$ cat src/rtl/dmem_arbiter.sv
// dmem_arbiter: shares the single data memory between the CPU core (port 0)
// and a DMA/debug master (port 1). The core has fixed priority. A starvation
// counter hands the DMA port one slot after MAX_BURST contested core grants.
// Completions are registered and carry read data one cycle after the grant.
module dmem_arbiter #(
  parameter int unsigned MAX_BURST = 4
) (
  input  logic        clk,
  input  logic        reset,
  input  logic        req0,
  input  logic        req1,
  input  logic [1:0]  we0,
  input  logic [1:0]  we1,
  input  logic [2:0]  size0,
  input  logic [2:0]  size1,
  input  logic [31:0] addr0,
  input  logic [31:0] addr1,
  input  logic [31:0] wdata0,
  input  logic [31:0] wdata1,
  output logic        gnt0,
  output logic        gnt1,
  output logic        rvalid0,
  output logic        rvalid1,
  output logic [31:0] rdata0,
  output logic [31:0] rdata1,
  output logic [1:0]  MemWrite,
  output logic [2:0]  SizeLoad,
  output logic [31:0] a,
  output logic [31:0] wd,
  input  logic [31:0] rd
);

  localparam int unsigned CW = $clog2(MAX_BURST + 1);
  localparam logic [CW-1:0] BURST_LIMIT = CW'(MAX_BURST);

  // Write codes on the dmem port; WR_NONE is a plain read.
  typedef enum logic [1:0] {
    WR_NONE = 2'b00,
    WR_WORD = 2'b01,
    WR_HALF = 2'b10,
    WR_BYTE = 2'b11
  } wr_code_t;

  // SizeLoad value that makes dmem return 0 when nobody is granted.
  localparam logic [2:0] SIZE_IDLE = 3'b111;

  logic [CW-1:0] starve_cnt;
  logic          dma_due;

  assign dma_due = (starve_cnt == BURST_LIMIT);

  // Grant selection: DMA wins when alone or when its starvation budget is spent.
  // Both grants are forced low while reset is asserted so no write can slip in.
  always_comb begin
    gnt0 = 1'b0;
    gnt1 = 1'b0;
    if (!reset) begin
      if (req1 && (!req0 || dma_due)) begin
        gnt1 = 1'b1;
      end else if (req0) begin
        gnt0 = 1'b1;
      end
    end
  end

  // Count core grants that were won while the DMA port was waiting.
  always_ff @(posedge clk or posedge reset) begin
    if (reset) begin
      starve_cnt <= '0;
    end else if (gnt1 || !req1) begin
      starve_cnt <= '0;
    end else if (gnt0 && !dma_due) begin
      starve_cnt <= starve_cnt + 1'b1;
    end
  end

  // Drive the winner's command onto dmem; idle values when nobody is granted.
  // Write data is zeroed on reads so stale wdata never reaches the read path.
  always_comb begin
    MemWrite = WR_NONE;
    SizeLoad = SIZE_IDLE;
    a        = '0;
    wd       = '0;
    if (gnt0) begin
      MemWrite = we0;
      SizeLoad = size0;
      a        = addr0;
      wd       = (we0 != WR_NONE) ? wdata0 : '0;
    end else if (gnt1) begin
      MemWrite = we1;
      SizeLoad = size1;
      a        = addr1;
      wd       = (we1 != WR_NONE) ? wdata1 : '0;
    end
  end

  // Register completion: one-cycle rvalid for the winner, read data or 0 on writes.
  // The losing port's rdata holds its previous value.
  always_ff @(posedge clk or posedge reset) begin
    if (reset) begin
      rvalid0 <= 1'b0;
      rvalid1 <= 1'b0;
      rdata0  <= '0;
      rdata1  <= '0;
    end else begin
      rvalid0 <= gnt0;
      rvalid1 <= gnt1;
      if (gnt0) begin
        rdata0 <= (MemWrite == WR_NONE) ? rd : '0;
      end
      if (gnt1) begin
        rdata1 <= (MemWrite == WR_NONE) ? rd : '0;
      end
    end
  end

endmodule

$ cat config.mk
export PLATFORM = sky130hd
export DESIGN_NAME = dmem_arbiter
export DESIGN_NICKNAME = d
export VERILOG_FILES = /design/src/rtl/dmem_arbiter.sv
export SDC_FILE = /design/constraint.sdc
export NUM_CORES = 1
export LEC_CHECK = 0
export CORE_AREA = 2 2 122 124
export DETAILED_ROUTE_END_ITERATION = 8
export DIE_AREA = 0 0 124 126
export PLACE_DENSITY = 0.67
export SLEW_MARGIN = 20
export SYNTH_ARGS = -nofsm -noshare
export SYNTH_HDL_FRONTEND = slang
export SYNTH_SLANG_ARGS = --single-unit
$ cat constraint.sdc
create_clock -name clk -period 2.4 [get_ports clk]
set_input_delay 0.24 -clock clk [delete_from_list [all_inputs] [get_ports clk]]
set_output_delay 0.24 -clock clk [all_outputs]
set_load 0.01 [all_outputs]
==> Implementation_results.wiki <==
{| class="wikitable"
! Metric !! Value
|-
| CTS tree || yes
|-
| Maximum number of pins on one net before global-route repair || 58
|-
| Count of warnings emitted by yosys || 0
|-
| Clock-pin slew on the worst setup and hold paths || 0.06 ns
|-
| Average wire per cell in the routed design || 24.49 um
|-
| CP max stage cell || sky130_fd_sc_hd__dfrtp_1
|-
| Unrepaired setup endpoints after global routing || no
|-
| Number of vias per cell after detailed routing || 5.241
|-
| Post-route fraction of the period consumed by the critical path || 0.9660
|-
| Initial antenna violation count || 1
|-
| Number of rows created at floorplan || 44
|-
| Kind of launch point of the worst setup path || register
|-
| Count of cell types in the netlist || 28
|-
| Post-synthesis sequential element count || a little under 70
|-
| Hold crit path type || in2async
|-
| Global-route usage over all layers || 0.2586
|-
| Min Clock Period, post-route || 2.318 ns
|-
| Number of nets with antenna violations after detailed routing || 0
|-
| Root cell of the clock tree || sky130_fd_sc_hd__clkbuf_16
|-
| CP Cell Sequence || inv_1, ha_4, buf_4, nand3_2, nand2_4, buf_4, o22a_1, buf_4
|-
| Post-synthesis cell type with the largest combined area || sky130_fd_sc_hd__dfrtp_1
|-
| Total Routed Length || just over 20000 um
|-
| Initial standard-cell utilization of the core || 0.2572
|-
| Final Hold Fails || 0
|-
| Share of power burned in combinational logic || 0.284
|-
| Critical path data arrival time || 2.08 ns
|-
| Internal reg-to-reg setup slack || approximately 0.61 ns
|-
| Share of synthesized registers carrying an async set or reset || 1.000
|-
| Relative slew margins || 0.7361
|-
| Total congestion overflow after global routing || 0
|-
| Ranking of synthesized cells by instance count || 69 x sky130_fd_sc_hd__dfrtp_1, 66 x sky130_fd_sc_hd__a22o_1, 66 x sky130_fd_sc_hd__nand3_1
|-
| Max-slew violations || 0
|-
| Count of boundary I/O pins || 311
|-
| Number of H-tree levels || 3
|-
| Vert. Die Dim || 126 um
|-
| Wire length of the first global-routing pass || roughly 30000 um
|-
| Drt drc || 0
|-
| Clk sinks || between 60 and 70
|-
| Biggest cell delay along the critical path || 0.37 ns
|-
| Final weighted congestion in routability-driven placement || 1.197
|-
| Area contributors post-synth || sky130_fd_sc_hd__dfrtp_1 47%, sky130_fd_sc_hd__a22o_1 16%, sky130_fd_sc_hd__o2bb2ai_1 15%, sky130_fd_sc_hd__nand3_1 9.0%, sky130_fd_sc_hd__buf_2 3.3%
|-
| Avg Inst Size Synth || about 11 sq um
|-
| Number of buffers created by CTS || 9
|-
| Largest delay share family, worst path || buffers and inverters
|-
| Most used DFF post-synth || sky130_fd_sc_hd__dfrtp_1
|-
| CP Capture Type || primary output
|-
| Switching power as a share of total power || 0.2600
|-
| Clock Skews || 0.007114 ns
|-
| DPL Wire Length || approximately 16000 um
|-
| Core Util, Final || 0.5221
|-
| Net count after synthesis || between 500 and 600
|-
| Synthesis-to-layout area growth || 103.0%
|-
| Count of vias placed by the detailed router || 4444
|-
| Critical path buffer and inverter count || 4
|-
| Leak Pwr || 3.200 nW
|-
| Drt first-iter violations || 201
|-
| Vias in the first global route || around 4.5k
|-
| Internal power summed over all cells || roughly 0.0028 W
|-
| Register area share after synthesis || 0.4691
|-
| Synth Cell Area || around 3700 sq um
|-
| Maximum number of buffers from clock root to sink || 2
|-
| Slew at the pin closest to its max-slew limit || about 0.4 ns
|-
| Die Span X || 124 um
|-
| Post-synth EDFFs || 0
|-
| Power, Total || between 0.003 and 0.004 W
|-
| Number of failing setup endpoints in the final timing report || 0
|-
| Total net switching power || 0.0009901 W
|-
| Die Footprint || 15620 sq um
|-
| Fraction of final layout cells sized beyond drive strength 1 || 0.1388
|-
| Critical path required time || about 2.2 ns
|-
| Net count of the finished layout || 834
|-
| Hold slack || 0.3951 ns
|-
| Worst-Skew Late Latency || around 0.32 ns
|-
| Worst IR drop on VDD || 0.0003636 V
|-
| Post-CTS Hold Buffers || 0
|-
| Clk pwr share || 0.376
|-
| Sequential cell fraction of total power || 0.340
|-
| Area of the core region || about 14000 sq um
|-
| Area share of the leading cell type in the synthesized netlist || 0.4691
|-
| Peak fanout along the critical path || 26
|-
| Initial DRT Pass Iterations || 5
|-
| Classification of the worst setup path || reg2out
|-
| Most common cell in the synthesized netlist || sky130_fd_sc_hd__dfrtp_1
|-
| Maximum frequency from static timing analysis || approximately 430 MHz
|-
| Cell with the most instances on the worst path || sky130_fd_sc_hd__buf_4
|-
| Ratio of total power to cell area || 509.5 nW/um^2
|-
| Mapped Cells || 338
|-
| Number of max-cap violations || 0
|-
| Result of the run || finished clean
|-
| Port Buffer Count || 310
|}
-- final timing paths --
check,cells past startpoint,endpoint,from
setup / recovery,8,SizeLoad[1],starve_cnt[1]
hold / removal,3,rdata1[21],reset
setup reg to reg,8,rdata1[12],starve_cnt[1]
hold reg to reg,1,rdata0[5],rdata0[5]
max in group asynchronous,4,rdata0[3],reset
min in group clk,1,rdata0[5],rdata0[5]
-- logic make-up after synthesis --
group           after synthesis  synth area share
flops                        69            0.4691
simple gates                 82            0.1207
compound gates              141            0.3413
buf+inv                      44           0.06220
fa+ha+maj                     2          0.006797
-- power groups by stage --
stage / Clock [W] / Combinational, W / Sequential (W)
2_1_floorplan: 0 / 0.000310 / 0.00135
3_3_place_gp: 0 / 0.00109 / 0.00131
3_5_place_dp: 0 / 0.00110 / 0.00131
4_1_cts: 0.00146 / 0.00109 / 0.00130
5_1_grt: 0.00151 / 0.00114 / 0.00131
6_report: 0.00143 / 0.00108 / 0.00130
-- registers in the layout (all words and copies together) (netlist names) --
register    flops
rdata0         32
rdata1         32
rvalid0         1
rvalid1         1
starve_cnt      3
-- layout by cell type, fill, tap and decap left out, drive strengths merged, types with 3 or more instances in the layout --
cell type,instances
dfrtp,69
buf,41
a22o,66
o22a,3
clkbuf,26
a21boi,4
o2bb2ai,64
dlygate4sd2,49
nand3,67
clkdlybuf4s50,240
nand2,4
inv,6
-- through the flow --
| step | instance area, sq um | setup TNS, ns | setup slack (ns) | std cells |
|---|---|---|---|---|
| final | 7473 | 0 | 0.08164 | 848 |
| after global routing | 7473 | 0 | 0.01496 | 848 |
| after CTS | 7532 | 0 | 0.0007419 | 846 |
| after detailed placement | 7114 | -0.1048 | -0.03140 | 823 |
| after global placement | 7114 | 0 | 0.006740 | 823 |
| after floorplan | 3681 | 0 | 0.2830 | 338 |
-- tightest hold or removal path: cells and delay by family --
family,cells,cell delay [ns]
buffers and inverters,3,0.87
-- repair_timing --
action | in CTS | in global routing
cloned | 3 | 0
setup endpoints to repair | 71 | 31
pin swaps | 2 | 1
gates resized for setup | 81 | 32
buffers inserted | 4 | 1
-- routing by layer --
layer  vias to the layer above  GRT usage  part of all wire
li1                       1972          -                 -
met5                         -          0                 0
met3                        16    0.06386             0.090
met1                      2206     0.3159              0.39
met4                         0    0.06808             0.015
met2                       250     0.4512              0.51
-- cell type report --
| type | count | area (sq um) |
|---|---|---|
| repair buffers | 348 | 3392 |
| multi-input cells | 225 | 1778 |
| clock inverters | 5 | 82.58 |
| flip-flops and latches | 69 | 1727 |
| well taps | 184 | 230.2 |
| fillers | 1303 | 6840 |
| diodes | 1 | 2.502 |
| inverters | 5 | 18.77 |
| clock buffers | 11 | 242.7 |
Power figures use the tool's default switching activity.
